[src/rtl/seq_control_unit.sv]
// -----------------------------------------------------------------------------
// seq_control_unit
//
// Multicycle control unit for the register-file datapath. An instruction word
// is captured on a new_func strobe into the instruction register (IR). A Moore
// state machine (IDLE -> T1 -> T2 -> T3) then steps through the instruction.
// Every datapath enable is decoded combinationally from the registered state
// and the IR.
//
// Instruction word, FW = 3 + 2*RW + DW bits:
//   [FW-1 -: 3]  opcode  000 ADD, 001 SUB, 010 AND, 011 OR,
//                        100 MV, 101 MVI, 110 NOP, 111 illegal
//   [.. -: RW]   rx      destination / first operand register
//   [.. -: RW]   ry      source / second operand register
//   [DW-1:0]     imm     immediate, driven on `data`
//
// Parameters:
//   NREG   number of registers (>= 2), RW = $clog2(NREG)
//   DW     data / immediate width
//   QDEPTH instruction queue depth (power of 2, >= 2); queue build only
//
// Optional feature (compile-time macro CTRL_QUEUE_EN):
//   undefined : no queue. new_func is accepted only in IDLE, full = busy.
//   defined   : a QDEPTH-entry FIFO of instruction words. new_func is
//               accepted whenever full = 0. The next instruction is issued
//               straight out of the final step, with no idle cycle.
//
// Ports:
//   clk       in   rising-edge clock
//   resetn    in   asynchronous active-low reset
//   new_func  in   instruction-valid strobe
//   func      in   [FW-1:0] instruction word
//   reg_in    out  [NREG-1:0] one-hot register write enable
//   reg_out   out  [NREG-1:0] one-hot register bus drive
//   A_in      out  latch bus into A
//   G_in      out  latch ALU result into G
//   G_out     out  drive G onto bus
//   data_in   out  drive `data` onto bus
//   op        out  [1:0] ALU select: 00 add, 01 sub, 10 and, 11 or
//   data      out  [DW-1:0] immediate field of the current instruction
//   state     out  [1:0] 00 IDLE, 01 T1, 10 T2, 11 T3
//   busy      out  state != IDLE
//   done      out  one-cycle pulse in the final step of an instruction
//   err       out  one-cycle pulse on an illegal instruction
//   full      out  a new instruction cannot be accepted
// -----------------------------------------------------------------------------
module seq_control_unit #(
    parameter int NREG   = 8,
    parameter int DW     = 16,
    parameter int QDEPTH = 4,
    localparam int RW    = $clog2(NREG),
    localparam int FW    = 3 + 2*RW + DW
) (
    input  logic            clk,
    input  logic            resetn,
    input  logic            new_func,
    input  logic [FW-1:0]   func,
    output logic [NREG-1:0] reg_in,
    output logic [NREG-1:0] reg_out,
    output logic            A_in,
    output logic            G_in,
    output logic            G_out,
    output logic            data_in,
    output logic [1:0]      op,
    output logic [DW-1:0]   data,
    output logic [1:0]      state,
    output logic            busy,
    output logic            done,
    output logic            err,
    output logic            full
);

    typedef enum logic [1:0] {
        S_IDLE = 2'b00,
        S_T1   = 2'b01,
        S_T2   = 2'b10,
        S_T3   = 2'b11
    } state_t;

    typedef enum logic [2:0] {
        OP_ADD = 3'b000,
        OP_SUB = 3'b001,
        OP_AND = 3'b010,
        OP_OR  = 3'b011,
        OP_MV  = 3'b100,
        OP_MVI = 3'b101,
        OP_NOP = 3'b110,
        OP_ILL = 3'b111
    } opcode_t;

    state_t          state_q;
    state_t          state_d;
    logic [FW-1:0]   ir_q;
    logic [FW-1:0]   ir_d;
    logic            issue;     // an instruction enters IR and T1 follows

    // -------------------------------------------------------------------------
    // IR field decode
    // -------------------------------------------------------------------------
    logic [2:0]      ir_opc;
    logic [RW-1:0]   ir_rx;
    logic [RW-1:0]   ir_ry;
    logic [DW-1:0]   ir_imm;
    logic            illegal;
    logic            is_alu;

    assign ir_opc = ir_q[FW-1 -: 3];
    assign ir_rx  = ir_q[FW-4 -: RW];
    assign ir_ry  = ir_q[DW +: RW];
    assign ir_imm = ir_q[DW-1:0];

    // Register fields can encode indices past NREG when NREG is not a power
    // of two. Those are treated exactly like the illegal opcode.
    assign illegal = (ir_opc == OP_ILL)
                  || (32'(ir_rx) >= NREG)
                  || (32'(ir_ry) >= NREG);

    // The four ALU opcodes share opcode[2] = 0 and take the three-step path.
    assign is_alu  = !illegal && (ir_opc[2] == 1'b0);

    // -------------------------------------------------------------------------
    // Instruction issue
    // -------------------------------------------------------------------------
`ifdef CTRL_QUEUE_EN
    localparam int QW = $clog2(QDEPTH);

    logic [FW-1:0]   q_mem [QDEPTH];
    logic [QW-1:0]   wr_ptr;
    logic [QW-1:0]   rd_ptr;
    logic [QW:0]     q_count;
    logic            q_empty;
    logic            last_step;
    logic            can_issue;
    logic            bypass;
    logic            push;
    logic            pop;

    assign q_empty   = (q_count == '0);
    assign full      = (q_count == (QW+1)'(QDEPTH));
    assign last_step = ((state_q == S_T1) && !is_alu) || (state_q == S_T3);
    assign can_issue = (state_q == S_IDLE) || last_step;

    // With an empty queue a fresh strobe goes straight into IR. This keeps the
    // one-cycle accept-to-T1 latency of the unqueued build.
    assign bypass    = can_issue && q_empty && new_func;
    assign pop       = can_issue && !q_empty;

    // A strobe while full is refused, even if a pop frees a slot in the same
    // cycle.
    assign push      = new_func && !full && !bypass;
    assign issue     = bypass || pop;
    assign ir_d      = pop ? q_mem[rd_ptr] : func;

    always_ff @(posedge clk or negedge resetn) begin
        if (!resetn) begin
            wr_ptr  <= '0;
            rd_ptr  <= '0;
            q_count <= '0;
        end else begin
            // Both pointers are QW bits wide, so they wrap modulo QDEPTH.
            if (push) wr_ptr <= wr_ptr + 1'b1;
            if (pop)  rd_ptr <= rd_ptr + 1'b1;
            case ({push, pop})
                2'b10:   q_count <= q_count + 1'b1;
                2'b01:   q_count <= q_count - 1'b1;
                default: q_count <= q_count;
            endcase
        end
    end

    // NOTE: storage is left unreset. Emptying the queue only needs the
    // pointers and count cleared, and stale entries are never read.
    always_ff @(posedge clk) begin
        if (push) q_mem[wr_ptr] <= func;
    end
`else
    // Without the queue a strobe is taken only in IDLE. A strobe while busy
    // is dropped.
    assign issue = (state_q == S_IDLE) && new_func;
    assign ir_d  = func;
    assign full  = busy;

    // QDEPTH sizes the queue only. This ties it off in the unqueued build.
    logic unused_qdepth;
    assign unused_qdepth = (QDEPTH != 0);
`endif

    // -------------------------------------------------------------------------
    // State and instruction registers
    // -------------------------------------------------------------------------
    // NOTE: registers use non-blocking assignments, so every flop samples
    // pre-edge values regardless of the order of the always blocks.
    always_ff @(posedge clk or negedge resetn) begin
        if (!resetn) begin
            state_q <= S_IDLE;
        end else begin
            state_q <= state_d;
        end
    end

    always_ff @(posedge clk or negedge resetn) begin
        if (!resetn) begin
            ir_q <= '0;
        end else if (issue) begin
            ir_q <= ir_d;
        end
    end

    // -------------------------------------------------------------------------
    // Next-state logic
    // -------------------------------------------------------------------------
    always_comb begin
        state_d = state_q;
        case (state_q)
            S_IDLE:  state_d = issue ? S_T1 : S_IDLE;
            S_T1:    state_d = is_alu ? S_T2 : (issue ? S_T1 : S_IDLE);
            S_T2:    state_d = S_T3;
            S_T3:    state_d = issue ? S_T1 : S_IDLE;
            default: state_d = S_IDLE;
        endcase
    end

    // -------------------------------------------------------------------------
    // Output decode (Moore: state and IR only)
    // -------------------------------------------------------------------------
    logic [NREG-1:0] rx_hot;
    logic [NREG-1:0] ry_hot;

    assign rx_hot = NREG'(1) << ir_rx;
    assign ry_hot = NREG'(1) << ir_ry;

    always_comb begin
        // NOTE: every output gets a default first. Paths that leave an output
        // unassigned would otherwise infer a latch.
        reg_in  = '0;
        reg_out = '0;
        A_in    = 1'b0;
        G_in    = 1'b0;
        G_out   = 1'b0;
        data_in = 1'b0;
        op      = 2'b00;
        done    = 1'b0;
        err     = 1'b0;

        case (state_q)
            S_T1: begin
                if (illegal) begin
                    done = 1'b1;
                    err  = 1'b1;
                end else begin
                    case (ir_opc)
                        OP_ADD, OP_SUB, OP_AND, OP_OR: begin
                            reg_out = rx_hot;
                            A_in    = 1'b1;
                        end
                        OP_MV: begin
                            reg_out = ry_hot;
                            reg_in  = rx_hot;
                            done    = 1'b1;
                        end
                        OP_MVI: begin
                            data_in = 1'b1;
                            reg_in  = rx_hot;
                            done    = 1'b1;
                        end
                        default: begin  // NOP
                            done = 1'b1;
                        end
                    endcase
                end
            end
            S_T2: begin
                // Only ALU opcodes reach T2. The low two opcode bits are
                // exactly the ALU select.
                reg_out = ry_hot;
                G_in    = 1'b1;
                op      = ir_opc[1:0];
            end
            S_T3: begin
                G_out  = 1'b1;
                reg_in = rx_hot;
                done   = 1'b1;
            end
            default: ;  // IDLE: nothing asserted
        endcase
    end

    assign state = state_q;
    assign busy  = (state_q != S_IDLE);
    assign data  = ir_imm;

endmodule

[config.mk]
export PLATFORM = sky130hd
export DESIGN_NAME = seq_control_unit
export DESIGN_NICKNAME = d
export VERILOG_FILES = /design/src/rtl/seq_control_unit.sv
export SDC_FILE = /design/constraint.sdc
export NUM_CORES = 1
export LEC_CHECK = 0
export CORE_MARGIN = 1.5
export CORE_UTILIZATION = 37
export CTS_BUF_LIST = sky130_fd_sc_hd__clkbuf_16
export CTS_CLUSTER_SIZE = 25
export DETAILED_ROUTE_END_ITERATION = 6
export PLACE_DENSITY = 0.74
export SYNTH_ARGS = -nofsm -noshare
export SYNTH_HDL_FRONTEND = slang
export SYNTH_SLANG_ARGS = --single-unit
[constraint.sdc]
create_clock -name clk -period 1.4 [get_ports clk]
set_clock_uncertainty 0.05 [all_clocks]
set_input_delay 0.28 -clock clk [delete_from_list [all_inputs] [get_ports clk]]
set_output_delay 0.28 -clock clk [all_outputs]
set_load 0.02 [all_outputs]
After elaboration in Yosys (flattened, before gate mapping):

Index checks and enable logic that the tools add are counted.

* equal/unequal tests: 9
* shifts and indexed selects: 2
* multiplexer cells: 23
* bitwise operators: 1
* reduce and logical (&&, ||, !) cells: 9

Operator list (count)
* one-hot mux 8 bit (2 select lines): 3
* two-way mux 8 bit: 3
* << shifter 1 x 3 -> 8 bit (first input constant): 2
* two-way mux 1 bit: 13
* equality test 3 bit (second input constant): 3
* equality test 3 x 2 -> 1 bit (second input constant): 2
* one-hot mux 2 bit (3 select lines): 1
* equality test 2 bit (second input constant): 2
* two-way mux 2 bit: 2
* OR reduction 2 bit: 2
* OR reduction 4 bit: 1
* equality test 3 x 1 -> 1 bit (second input constant): 1
* logical NOT 3 bit: 1
* equality test 2 x 1 -> 1 bit (second input constant): 1
* logical AND 1 bit: 2
* logical NOT 2 bit: 1
* one-hot mux 1 bit (2 select lines): 1
* nonzero test 2 bit: 1
* logical NOT 1 bit: 1
* NOT 1 bit: 1

* flip-flop bits (word level): 27
* input port bits: 28

Depth between registers and ports, before layout:

Gate-level depths: netlist of run 1.

* depth in word-level cells: 5
* depth in mapped cells: 5
* gate-level depth less buffers: 5

Worst setup path after synthesis of run 1:

No wires, ideal clock.

* path kind: register -> output
* start point: reg state_q[0], in the netlist state[0]
* end point: out reg_out[1]
* arrival: 1561 ps
* data required time: 1070 ps
* setup slack: -491 ps
* stages on the path, launching flop included: 5
* cell sequence: dfrtp_1 > inv_1 > ha_1 > o211ai_2 > o22ai_1

* cells in the longest elaborated chain, start to end: 2
* elaborated cells on any way between the ends: 3
* those cells by class: eq/ne: 2; mux: 1

Ends and longest elaborated chain
* start, declared: line 91 `state_t state_q;`
* start signal, assigned: line 197 `state_q <= state_d;`
* equality test 2 bit or equality test 2 x 1 -> 1 bit (tied branches): line 245 `case (state_q)`
* one-hot mux 8 bit (2 select lines) *: line 245
* end, declared: line 59 `output logic [NREG-1:0] reg_out,`

Mark *: on every way between the ends. The rest lies on a longest branch, timed or not.

Worst setup path after layout of run 1:

* start point: reg state_q[0], in the netlist state[0]
* end point: out reg_out[4]

Same word-level chain as after synthesis.

==> results of run 1 <==
metrics by stage:
| stage | setup slack (ns) | power (uW) |
|---|---|---|
| after global placement | -0.7429 | 4982 |
| after CTS | -0.6660 | 5714 |
| after detailed placement | -0.8201 | 5081 |
| final | -0.6645 | 5937 |
| after global routing | -0.7203 | 6271 |
| after floorplan | -0.3414 | 3882 |
layout by cell type (no fill, tap or decap), types with 6 or more instances in the layout:
master            n
buf_6            33
clkdlybuf4s50_1  27
dfrtp_1          25
buf_4            21
dlygate4sd2_1    16
mux2_4           14
mux2_2           11
o22ai_2           6
state kept, by name, summed over array words and instances (netlist names):
register / cells
ir_q: 25
state: 2
cell type report:
cell class	count	area [um2]
fill	283	1184
timing repair buffer	106	1050
sequential	27	678.2
clock inverter	1	3.754
clock buffer	3	75.07
tap	50	62.56
multi-input combinational	71	925.9
inverter	5	21.27
kinds of logic (layout without fill, tap and decap cells):
logic type,after synthesis,after routing
AND/OR/NAND/NOR,26,26
adder cells (fa/ha/maj),4,4
flip-flops,27,27
multiplexers,25,25
buffers and inverters,24,115
AO/OA/AOI/OAI,16,16
worst max-delay path: stages, from the launching register on:
cell	delay, ns
dfrtp_2	0.44
ha_4	0.18
and4bb_2	0.28
o211ai_4	0.29
o32ai_4	0.15
buf_6	0.15
report_power, final:
part	internal [uW]	switching, uW
registers	1180	328
logic	2000	1810
clock network	381	235
per-layer routing:
layer / part of all wire (%) / routed length (um) / up-vias
li1: - / - / 591
met1: 38 / 1562 / 598
met2: 55 / 2296 / 73
met3: 5.8 / 240 / 5
met4: 1.2 / 50 / 0
met5: 0 / 0 / -
how the worst max path moves through the flow:
stage	slack, ns	depth (start not counted)	end
global placement	-0.74	6	reg_out[4]
CTS	-0.67	5	reg_out[4]
floorplan	-0.34	5	reg_out[0]
finish	-0.66	5	reg_out[4]
detailed placement	-0.82	6	reg_out[3]
global route	-0.72	5	reg_out[0]
repair_timing:
action                     4_1_cts  5_1_grt
resized for setup              168       31
setup endpoints to repair       66       52
buffers inserted                 8        6
pin swaps                       11       10
cloned                           0        1
==> metrics.md, run 1 <==
| Metric | Value |
|---|---|
| Antenna-violating nets left | `0` |
| Cell Count Post-Placement | `246` |
| Post-Layout Inst Area | `0.002816 mm2` |
| Syn Area/Cell | `12.68 um2` |
| Compound-Gate Fraction of Synth Area | `8.819%` |
| Power per Cell Area | `2108 mW/mm2` |
| Placed cell area | `0.002531 mm2` |
| Layout area overhead | `82.12%` |
| Sequential share of the synthesized area | `43.69%` |
| Cell row count | `23` |
| Highest fanout seen on the critical path | `5` |
| Initial DRT Pass Iterations | `4` |
| Setup TNS | `-12.70 ns` |
| Failing checks | `negative setup slack` |
| Synth warn | `0` |
| Worst hold slack | `0.3290 ns` |
| Worst vdd ir | `1115 uV` |
| Root Buffer Master | `clkbuf_16` |
| CP startpoint | `state[0]$_DFF_PN0_` |
| Slew @ Worst Pin | `0.3757 ns` |
| Share of layout cells above drive strength 1 | `60.56%` |
| Hpwl dp | `2979 um` |
| Post-synth top area share | `43.69%` |
| Die Span Y | `67.65 um` |
| CTS clock-pin slew for the worst setup and hold paths | `0.06 ns` |
| Largest net degree at the start of global routing | `28` |
| Synth top cells by count | `27 x dfrtp_1, 17 x buf_4, 14 x mux2_4, 11 x mux2_2` |
| Routed len/inst | `15.78 um` |
| Core area | `0.004000 mm2` |
| Syn_nets | `154` |
| Fraction of synthesized cell area in xor and xnor cells | `0%` |
| Pleak | `0.001282 uW` |
| Worst-skew pair later-pin latency | `0.25 ns` |
| Total vias in the final route | `1267` |
| RSZ-0062 raised after global routing | `yes` |
| Mux cell area share after synthesis | `21.60%` |
| Vias in the first global route | `1380` |
| Kind of critical path | `register to output pin` |
| Ys async rst share | `100.0%` |
| Yosys cell types | `28` |
| Met3 usage | `2.667%` |
| Hold-fix buffers, CTS | `0` |
| Non-Filler Instances | `263` |
| Vias per cell | `4.817` |
| Post-layout minimum cycle time | `2.065 ns` |
| Die extent in x | `67.65 um` |
| Maxcap violations | `0` |
| Status | `finished with violations` |
| CTS tree | `yes` |
| Overall Global Routing Usage | `18.29%` |
| H-tree depth | `1` |
| Die area | `0.004577 mm2` |
| Largest family of logic cells by synthesized area | `multiplexers` |
| Final core occ | `70.41%` |
| Critical Path Source Type | `register` |
| Drt initial violations | `32` |
| Yosys reg bits | `27` |
| Predominant post-synthesis flop cell | `dfrtp_1` |
| Number of diodes | `0` |
| Setup ws final | `-0.6645 ns` |
| First-pass GRT wire length | `6368 um` |
| Final period util | `147.5%` |
| Max-Slew Margin vs Limit | `74.95%` |
| Critical Path End Type | `output pin` |
| Top post-synthesis cells by area | `dfrtp_1 44%, mux2_4 14%, buf_4 8.3%` |
| Critical path arrival | `1.73 ns` |
| R2r setup slk | `-0.03 ns` |
| Initial Util | `38.66%` |
| Synthesized area | `0.001546 mm2` |
| Fmax | `484.4 MHz` |
| Post-Syn Instances | `122` |
| Dominant cell by count in the synthesized netlist | `dfrtp_1` |
| Io pins | `72` |
| Final hold vios | `0` |
| Met2 Usage GRT | `36.40%` |
| Critical Path RT | `1.07 ns` |
| CTS max path bufs | `2` |
| CTS buffer count | `3` |
| Reg2reg start | `state[0]$_DFF_PN0_` |
| Post-synth EDFFs | `0` |
| Max Slew Vio Count | `0` |
| Largest area contributor in the netlist | `dfrtp_1` |
| Residual DRC count | `0` |
| Synth Area in Simple Gates | `11.73%` |
| IO Port Bufs | `71` |
| Post-Synth Adder-Cell Area | `3.236%` |
| Most used routing layer | `met2` |
| Final layout net count | `246` |
| Critical R2R Capture | `ir_q[11]$_DFFE_PN0P_` |
| Worst-case reg-to-reg path depth | `5` |
| Worst hold path type | `input pin to asynchronous set/reset pin` |
| Final global-route overflow total | `0` |
| DRT Wirelength | `4150 um` |
| Met1 usage | `19.90%` |
| Final setup violation count | `41` |
| Clock Sinks | `27` |
| Initial antenna violation count | `0` |
| Placer Congestion | `0.8280` |
Note: power is estimated with default switching activity, not from simulation.
==> run 2, diff against run 1 <==
--- a/config.mk
+++ b/config.mk
@@ -5,9 +5,11 @@
 export SDC_FILE = /design/constraint.sdc
 export NUM_CORES = 1
 export LEC_CHECK = 0
+export CAP_MARGIN = 25
 export CORE_MARGIN = 1.5
 export CORE_UTILIZATION = 37
 export CTS_BUF_LIST = sky130_fd_sc_hd__clkbuf_16
+export CTS_CLUSTER_DIAMETER = 50
 export CTS_CLUSTER_SIZE = 25
 export DETAILED_ROUTE_END_ITERATION = 6
 export PLACE_DENSITY = 0.74
==> results of run 2 <==
The final DEF is identical to that of run 1; final timing and power are the same.
==> run 3, diff against run 2 <==
--- a/config.mk
+++ b/config.mk
@@ -6,12 +6,14 @@
 export NUM_CORES = 1
 export LEC_CHECK = 0
 export CAP_MARGIN = 25
+export CORE_ASPECT_RATIO = 1.75
 export CORE_MARGIN = 1.5
 export CORE_UTILIZATION = 37
 export CTS_BUF_LIST = sky130_fd_sc_hd__clkbuf_16
 export CTS_CLUSTER_DIAMETER = 50
 export CTS_CLUSTER_SIZE = 25
 export DETAILED_ROUTE_END_ITERATION = 6
+export GPL_ROUTABILITY_DRIVEN = 0
 export PLACE_DENSITY = 0.74
 export SYNTH_ARGS = -nofsm -noshare
 export SYNTH_HDL_FRONTEND = slang
==> metrics.md, run 3 (synthesis gave the netlist of run 1 again) <==
| Metric | Value |
|---|---|
| Layout area overhead | `95.47% (was 82.12%)` |
| Reg2reg start | `state[0]$_DFF_PN0_ (unchanged)` |
| Critical Path Source Type | `register (unchanged)` |
| Clock Power Share | `9.8% (was 10.4%)` |
| Critical Path End Type | `output pin (unchanged)` |
| Kind of critical path | `register to output pin (unchanged)` |
| Initial Util | `39.24% (was 38.66%)` |
| Bufs and invs on worst path | `4 (was 1)` |
| Placed cell area | `0.002541 mm2 (was 0.002531 mm2)` |
| Final period util | `147.7% (was 147.5%)` |
| Total vias in the final route | `1334 (was 1267)` |
| Top Family by Delay on Critical Path | `buffers and inverters (was flip-flops)` |
| Pleak | `0.001363 uW (was 0.001282 uW)` |
| Initial DRT Pass Iterations | `4 (unchanged)` |
| Io pins | `72 (unchanged)` |
| H-tree depth | `1 (unchanged)` |
| Final global-route overflow total | `0 (unchanged)` |
| Overall Global Routing Usage | `20.40% (was 18.29%)` |
| Max-Slew Margin vs Limit | `72.78% (was 74.95%)` |
| Largest reg by FF count | `ir_q (unchanged)` |
| Post-Layout Inst Area | `0.003023 mm2 (was 0.002816 mm2)` |
| Fmax | `483.5 MHz (was 484.4 MHz)` |
| R2r setup slk | `-0.24 ns (was -0.03 ns)` |
| First-pass GRT wire length | `6900 um (was 6368 um)` |
| Vias per cell | `4.941 (was 4.817)` |
| Switching power | `2621 uW (was 2376 uW)` |
| Share of layout cells above drive strength 1 | `64.41% (was 60.56%)` |
| Commonest non-fill, non-tap cell in the layout | `buf_6 (unchanged)` |
| Largest net degree at the start of global routing | `28 (unchanged)` |
| CTS tree | `yes (unchanged)` |
| Non-Filler Instances | `270 (was 263)` |
| Post-layout minimum cycle time | `2.068 ns (was 2.065 ns)` |
| Crit path top cell by count | `buf_4` |
| Final layout net count | `255 (was 246)` |
| Clock Sinks | `27 (unchanged)` |
| CTS buffer count | `3 (unchanged)` |
| Maxcap violations | `0 (unchanged)` |
| Root Buffer Master | `clkbuf_16 (unchanged)` |
| Residual DRC count | `0 (unchanged)` |
| IO Port Bufs | `71 (unchanged)` |
| Critical path arrival | `1.74 ns (was 1.73 ns)` |
| Antenna-violating nets left | `0 (unchanged)` |
| RSZ-0062 raised after global routing | `yes (unchanged)` |
| Final hold vios | `0 (unchanged)` |
| Sequential cell fraction of total power | `22.6% (was 25.4%)` |
| Worst hold path type | `input pin to asynchronous set/reset pin (unchanged)` |
| Highest fanout seen on the critical path | `5 (unchanged)` |
| Worst-skew pair later-pin latency | `0.26 ns (was 0.25 ns)` |
| Number of diodes | `0 (unchanged)` |
| Max reg flops | `25 (unchanged)` |
| Slowest CP cell | `dfrtp_2 (unchanged)` |
| Slew @ Worst Pin | `0.4083 ns (was 0.3757 ns)` |
| Die Span Y | `88.53 um (was 67.65 um)` |
| Logic pwr share | `67.5% (was 64.2%)` |
| Final setup violation count | `54 (was 41)` |
| Initial antenna violation count | `0 (unchanged)` |
| Core area | `0.003941 mm2 (was 0.004000 mm2)` |
| Die area | `0.004592 mm2 (was 0.004577 mm2)` |
| Hpwl dp | `3049 um (was 2979 um)` |
| Critical Path RT | `1.07 ns (about the same)` |
| Drt initial violations | `33 (was 32)` |
| Worst vdd ir | `1626 uV (was 1115 uV)` |
| Max Slew Vio Count | `0 (unchanged)` |
| Status | `finished with violations (unchanged)` |
| Critical R2R Capture | `ir_q[19]$_DFFE_PN0P_ (was ir_q[11]$_DFFE_PN0P_)` |
| CP peak stage delay | `0.40 ns (was 0.44 ns)` |
| Power per Cell Area | `2169 mW/mm2 (was 2108 mW/mm2)` |
| Die extent in x | `51.87 um (was 67.65 um)` |
| Commonest non-fill, non-tap cells in the layout | `47 x buf_6, 27 x clkdlybuf4s50_1, 25 x dfrtp_1, 17 x buf_4 (was 33 x buf_6, 27 x clkdlybuf4s50_1, 25 x dfrtp_1, 21 x buf_4, 16 x dlygate4sd2_1)` |
| P_int | `3936 uW (was 3561 uW)` |
| Setup TNS | `-18.58 ns (was -12.70 ns)` |
| CTS max path bufs | `2 (unchanged)` |
| Setup ws final | `-0.6682 ns (was -0.6645 ns)` |
| DRT Wirelength | `4915 um (was 4150 um)` |
| Vias in the first global route | `1427 (was 1380)` |
| Failing checks | `negative setup slack (unchanged)` |
| Sw Ratio | `39.97% (was 40.02%)` |
| Routed len/inst | `18.20 um (was 15.78 um)` |
| Worst path cell trace | `inv_4, buf_4, ha_4, buf_4, o211ai_4, o32ai_4, buf_6 (was ha_4, and4bb_2, o211ai_4, o32ai_4, buf_6)` |
| Final core occ | `76.70% (was 70.41%)` |
| Cell row count | `30 (was 23)` |
| CTS clock-pin slew for the worst setup and hold paths | `0.07 ns (was 0.06 ns)` |
| Worst-case reg-to-reg path depth | `7 (was 5)` |
| Cell Count Post-Placement | `244 (was 246)` |
run 3: changes by cell type in the layout (fill, tap and decap cells not counted), sizes merged:
| cell | previous run | this run |
|---|---|---|
| inv | 6 | 5 |
| clkbuf | 5 | 3 |
| clkinvlp | 0 | 1 |
| buf | 61 | 72 |
run 3: worst max path at each step:
stage | cells past startpoint | slack (ns) | startpoint | end
detailed placement | 6 | -0.80 | state[1]$_DFF_PN0_ | reg_out[0]
global placement | 6 | -0.76 | state[1]$_DFF_PN0_ | reg_out[4]
finish | 7 | -0.67 | state[1]$_DFF_PN0_ | reg_out[4]
floorplan | 5 | -0.34 | state[1]$_DFF_PN0_ | reg_out[0]
global route | 7 | -0.73 | state[1]$_DFF_PN0_ | reg_out[4]
CTS | 5 | -0.68 | state[0]$_DFF_PN0_ | reg_out[0]
run 3: power by group through the flow:
stage	registers [uW]	clock network [uW]	logic (uW)
2_1_floorplan	1530	0	2350
6_report	1480	644	4430
3_3_place_gp	1450	0	3590
4_1_cts	1470	669	3990
3_5_place_dp	1470	0	3660
5_1_grt	1530	703	4630
run 3: final cells by class:
type                       instances  area (um2)
clock buffer                       3       75.07
clock inverter                     1       7.507
fill                             237       918.4
inverter                           5       26.28
multi-input combinational         71       960.9
sequential                        27       678.2
tap                               48       60.06
timing repair buffer             115        1215
run 3: per-stage QoR:
step	setup WS, ns	total power [uW]	hold slack [ns]
after floorplan	-0.3414	3882	-0.06559
after global placement	-0.7605	5036	0.4412
after detailed placement	-0.7956	5132	0.4409
after CTS	-0.6810	6126	0.3185
after global routing	-0.7303	6861	0.3245
final	-0.6682	6557	0.3145
run 3: repair_timing:
action,4_1_cts,5_1_grt
hold buffers,0,0
pin swaps,15,14
buffers inserted,14,11
endpoints found under the hold margin,0,0
endpoints found under the setup margin,66,53
gates resized for setup,195,38
cloned,1,0
run 3: worst register-to-register path: stages, from the launching register on:
cell	delay, ns
dfrtp_2	0.44
buf_6	0.13
inv_4	0.07
ha_4	0.18
nand2_8	0.08
buf_12	0.14
buf_12	0.13
mux2_4	0.30
run 3: per-layer routing:
metal | up-vias | global-route usage, % | wire [um]
li1 | 612 | - | -
met1 | 647 | 21.77 | 1723
met2 | 63 | 38.67 | 2805
met3 | 12 | 2.872 | 237
met5 | - | 0 | 0
met4 | 0 | 8.373 | 148
